$ cat config.mk
export PLATFORM = sky130hd
export DESIGN_NAME = stk_rsp_q
export DESIGN_NICKNAME = d
export VERILOG_FILES = /design/src/rtl/cfg_pkg.sv /design/src/rtl/stk_pkg.sv /design/src/rtl/stk_rsp_fifo.sv /design/src/rtl/stk_rsp_q.sv
export SDC_FILE = /design/constraint.sdc
export NUM_CORES = 1
export LEC_CHECK = 0
export BUFFER_PORTS_ARGS = -buffer_cell sky130_fd_sc_hd__buf_4
export CAP_MARGIN = 30
export CELL_PAD_IN_SITES_DETAIL_PLACEMENT = 1
export CELL_PAD_IN_SITES_GLOBAL_PLACEMENT = 1
export CORE_MARGIN = 5
export CORE_UTILIZATION = 50
export CTS_CLUSTER_SIZE = 8
export DETAILED_ROUTE_END_ITERATION = 8
export PLACE_DENSITY = 0.73
export SLEW_MARGIN = 10
export SYNTH_ARGS = -nofsm -noshare
export SYNTH_HDL_FRONTEND = slang
export SYNTH_SLANG_ARGS = --single-unit
$ cat constraint.sdc
create_clock -name clk -period 5.8 [get_ports clk]
set_input_delay 1.16 -clock clk [delete_from_list [all_inputs] [get_ports clk]]
set_output_delay 1.16 -clock clk [all_outputs]
set_load 0.02 [all_outputs]
$ cat src/rtl/cfg_pkg.sv
// Project-wide configuration constants.
// Shared by the stack engines and their response queues.
package cfg_pkg;

  localparam int ENGS_N = 4;

endpackage

$ cat src/rtl/stk_pkg.sv
// Stack-engine shared types and constants.
// Used by the response queue and its per-engine FIFO.
package stk_pkg;

  localparam int RSP_W       = 128;
  localparam int RSP_Q_DEPTH = 4;

  typedef logic [RSP_W-1:0] rsp_dat_t;

endpackage

$ cat src/rtl/stk_rsp_fifo.sv
// Single-engine response FIFO with almost-full and sticky overflow.
// Head is read straight from storage; no push-to-head bypass.
module stk_rsp_fifo
  import stk_pkg::*;
#(
  parameter int DEPTH = RSP_Q_DEPTH
) (
  input  logic     clk,
  input  logic     arst_n,
  input  logic     push_i,
  input  rsp_dat_t dat_i,
  input  logic     rdy_i,
  output logic     vld_o,
  output rsp_dat_t dat_o,
  output logic     afull_o,
  output logic     ovf_o
);

  localparam int AW = $clog2(DEPTH);
  localparam int CW = AW + 1;
  localparam logic [CW-1:0] FULL_C  = CW'(DEPTH);
  localparam logic [CW-1:0] AFULL_C = CW'(DEPTH - 1);

  logic [AW-1:0] wptr_q, wptr_d;
  logic [AW-1:0] rptr_q, rptr_d;
  logic [CW-1:0] cnt_q, cnt_d;
  logic          ovf_q, ovf_d;
  rsp_dat_t      mem_q [DEPTH];

  logic full;
  logic pop;
  logic wr;

  always_comb begin
    vld_o  = (cnt_q != '0);
    full   = (cnt_q == FULL_C);
    pop    = vld_o & rdy_i;
    // A full queue still takes a push when the head leaves this edge.
    wr     = push_i & (~full | pop);
    wptr_d = wptr_q;
    rptr_d = rptr_q;
    cnt_d  = cnt_q;
    ovf_d  = ovf_q | (push_i & full & ~pop);
    if (wr) begin
      wptr_d = wptr_q + AW'(1);
    end
    if (pop) begin
      rptr_d = rptr_q + AW'(1);
    end
    unique case ({wr, pop})
      2'b10:   cnt_d = cnt_q + CW'(1);
      2'b01:   cnt_d = cnt_q - CW'(1);
      default: cnt_d = cnt_q;
    endcase
  end

  always_ff @(posedge clk or negedge arst_n) begin
    if (!arst_n) begin
      wptr_q <= '0;
      rptr_q <= '0;
      cnt_q  <= '0;
      ovf_q  <= 1'b0;
    end else begin
      wptr_q <= wptr_d;
      rptr_q <= rptr_d;
      cnt_q  <= cnt_d;
      ovf_q  <= ovf_d;
    end
  end

  // Storage carries no reset; occupancy alone decides validity.
  always_ff @(posedge clk) begin
    if (wr) begin
      mem_q[wptr_q] <= dat_i;
    end
  end

  assign dat_o   = mem_q[rptr_q];
  assign afull_o = (cnt_q >= AFULL_C);
  assign ovf_o   = ovf_q;

endmodule

$ cat src/rtl/stk_rsp_q.sv
// Per-engine response queues fed from one shared response bus.
// Rejects non-one-hot strobes and flags them with a sticky error.
module stk_rsp_q
  import stk_pkg::*;
#(
  parameter int DEPTH  = RSP_Q_DEPTH,
  parameter int ENGS_N = cfg_pkg::ENGS_N
) (
  input  logic                  clk,
  input  logic                  arst_n,
  input  logic [ENGS_N-1:0]     i_rsp_vld,
  input  rsp_dat_t              i_rsp_dat,
  output logic [ENGS_N-1:0]     o_rsp_vld,
  output rsp_dat_t [ENGS_N-1:0] o_rsp_dat,
  input  logic [ENGS_N-1:0]     i_rsp_rdy,
  output logic [ENGS_N-1:0]     o_afull,
  output logic [ENGS_N-1:0]     o_ovf,
  output logic                  o_err
);

  logic              multi;
  logic [ENGS_N-1:0] push;
  logic              err_q, err_d;

  always_comb begin
    // x & (x-1) is non-zero exactly when two or more bits are set.
    multi = |(i_rsp_vld & (i_rsp_vld - ENGS_N'(1)));
    push  = multi ? '0 : i_rsp_vld;
    err_d = err_q | multi;
  end

  always_ff @(posedge clk or negedge arst_n) begin
    if (!arst_n) begin
      err_q <= 1'b0;
    end else begin
      err_q <= err_d;
    end
  end

  assign o_err = err_q;

  for (genvar e = 0; e < ENGS_N; e++) begin : g_eng
    stk_rsp_fifo #(
      .DEPTH(DEPTH)
    ) u_fifo (
      .clk    (clk),
      .arst_n (arst_n),
      .push_i (push[e]),
      .dat_i  (i_rsp_dat),
      .rdy_i  (i_rsp_rdy[e]),
      .vld_o  (o_rsp_vld[e]),
      .dat_o  (o_rsp_dat[e]),
      .afull_o(o_afull[e]),
      .ovf_o  (o_ovf[e])
    );
  end

endmodule

==> results.cfg <==
[timing]
maxSlewHeadroom = 0.278
rsz0062_at_grt = false
worst_slack_ns = 1.52
finClkSkew_ns = 0.0720
max_freq_ghz = 0.233
setup_violations = 0
hold_viol_final = 0
fin_tns_setup_ns = 0
timing.hold.ws_ns = 0.268
min_period_ns = 4.28
maxSlewViolCount = 0
worst_pin_slew_ns = 1.08
min_period_over_period = 0.738

[final_layout]
final_layout_size_suffix_gt1_frac = 0.417
layout_commonest_cell = edfxtp_1
final_nets = 3950
final_cell_mix = 2048 x edfxtp_1, 696 x buf_4, 512 x mux4_2
fill_cells = 12100
finalNonFillerCells = 5858
area_delta_synth_final_pct = 21.5

[critical_path]
worstPathRequired_ns = 4.64
reg2reg_slack_ns = 2.79
crit_path_end_kind = primary output
r2r_start = g_eng[1].u_fifo.cnt_q[2]$_DFFE_PN0P_
crit_type = flop to primary output
crit_arrival_ns = 3.12
startpoint_type = flop
rr_endpoint = g_eng[1].u_fifo.mem_q[2][95]$_DFFE_PP_
crit_path_max_fanout = 27
worst-r2r-cell-count = 4

[placement]
io_buffers = 662
dp_hpwl_mm = 119
gp_congestion = 0.754
place_inst = 5491
pre_cts_ws_ns = 1.36

[detailed_routing]
drt_iter0_drc = 3532
vias = 35500
drt.antenna.violating_nets = 0
wl_per_cell_um = 33.6
drc_errors = 0
via_per_inst = 6.05
firstDrtPassIters = 5
wl_mm = 197

[logic_synthesis]
synth_area_mm2 = 0.0755
avgSynthCellArea_um2 = 26.3
synth.distinct_cells = 33
synth_area_leader_cell = edfxtp_1
seq_area_frac_synth = 0.825
synth_nets = 3029
synth_top_area_share = 0.814
synth_seq_cells = 2081
netlist_top_cells_area = edfxtp_1 81%, mux4_2 15%, dfrtp_1 1.1%, buf_2 0.35%, ha_1 0.31%
synth_cells = 2868
ys_warn_count = 0

[power]
seqPwrFrac = 0.377
p_leak_nw = 30.4
pwr-share-comb = 0.296
cellPowerDensity_mw_per_mm2 = 512
clkPwrFrac = 0.328
p_int_mw = 32.6
peakVddDrop_mv = 0.389
power.total_mw = 47.0
p_switching_mw = 14.4
p_sw_frac = 0.306

[cts]
cts_resized = 0
cts.clk_slew.worst_paths_ns = 0.05
clk-insertion-delay-late_ns = 0.89
cts_sinks = 2081
cts_hold_buf = 0
htree_levels = 5
cts_tree = built
clockBufferDepth = 4
root_buffer = clkbuf_16
postCtsSetupRepairBufs = 0
cts_buffers = 310

[floorplan]
rows = 142
dieArea_mm2 = 0.159
coreArea_mm2 = 0.150
io_pins = 663
chipWidth_um = 399
start_util = 0.504
die_height_um = 399

[global_routing]
grtUsageTotal = 0.251
grt-ovfl-total = 0
grt_antenna_before_repair = 4
grt_pass1_vias = 38400
grt_pass1_wl_mm = 286
grt_max_degree = 130

[hold_path]
min_path_type = input pin to asynchronous set/reset pin

[flow_run]
max_cap_violations = 0

[outcome]
outcome = completed
==> cells by family (layout without fill, tap and decap cells) <==
kind of cell / Yosys count / count (layout) / synth area share
other cells: 0 / 4 / 0
buf+inv: 154 / 1124 / 0.00913
flops: 2081 / 2081 / 0.825
simple gates: 54 / 54 / 0.00412
compound gates: 17 / 17 / 0.00161
mux: 516 / 516 / 0.153
fa+ha+maj: 24 / 24 / 0.00434
xor+xnor: 22 / 22 / 0.00255
==> sequential cells by signal (all words and copies together) (netlist names) <==
signal	flops
g_eng.u_fifo.wptr_q	8
g_eng.u_fifo.mem_q	2048
g_eng.u_fifo.cnt_q	12
g_eng.u_fifo.rptr_q	8
o_err	1
g_eng.u_fifo.ovf_o	4
==> critical path: stages (launching register included) <==
cell	delay (ns)
dfrtp_4	0.91
buf_4	0.51
mux4_2	0.60
buf_4	0.18
==> cell type report <==
class	count	area (um2)	share of cell area
clock inverter	11	105	0.00115
sequential	2081	62400	0.680
inverter	23	86.3	0.000941
timing repair buffer	740	6130	0.0668
tap	2016	2520	0.0275
multi-input combinational	633	12600	0.137
antenna	4	10.0	0.000109
clock buffer	350	7970	0.0869
==> power groups by stage <==
stage	Clock [mW]	Combinational [mW]	Sequential, mW
3_3_place_gp	0	13.7	18.1
2_1_floorplan	0	8.25	17.6
5_1_grt	16.5	14.5	17.7
3_5_place_dp	0	13.9	18.1
6_report	15.4	13.9	17.7
4_1_cts	15.7	14.0	17.8
==> synth_stat cells, drive strengths merged <==
library cell,number
dfrtp,33
maj3,1
nand2,11
a21oi,1
buf,96
ha,19
nor2b,2
nor3,1
nor4b,6
mux4,512
o21bai,1
o31a,1
nor2,6
xor2,10
a31o,1
or4b,1
nor4,1
a311o,1
xnor2,12
or3,6
and2,19
nand3,1
o21ai,4
inv,23
fa,4
mux2,1
clkbuf,35
edfxtp,2048
o2111ai,1
mux2i,3
a21o,7
==> how the worst max path moves through the flow <==
stage,from,endpoint,cells after the start
floorplan,i_rsp_vld[1],g_eng[0].u_fifo.mem_q[2][0]$_DFFE_PP_,4
global placement,i_rsp_vld[1],g_eng[2].u_fifo.mem_q[0][2]$_DFFE_PP_,5
detailed placement,i_rsp_vld[1],g_eng[2].u_fifo.mem_q[0][2]$_DFFE_PP_,5
CTS,g_eng[0].u_fifo.rptr_q[0]$_DFFE_PN0N_,o_rsp_dat[90],3
global route,g_eng[1].u_fifo.rptr_q[0]$_DFFE_PN0P_,o_rsp_dat[143],3
finish,g_eng[1].u_fifo.rptr_q[0]$_DFFE_PN0P_,o_rsp_dat[155],3
==> through the flow <==
step | util | area [um2]
after detailed placement | 0.558 | 83600
after CTS | 0.611 | 91700
after global placement | 0.557 | 83600
final | 0.612 | 91700
after floorplan | - | 75500
after global routing | 0.612 | 91700
==> per-layer routing <==
metal	vias up	GRT usage	routed length, um
met5	-	0	11
met4	2	0.0764	5720
met3	301	0.0620	15500
met2	1765	0.414	101000
met1	19300	0.335	74600
li1	14100	-	-
No activity file was read; power rests on OpenSTA's default activity.
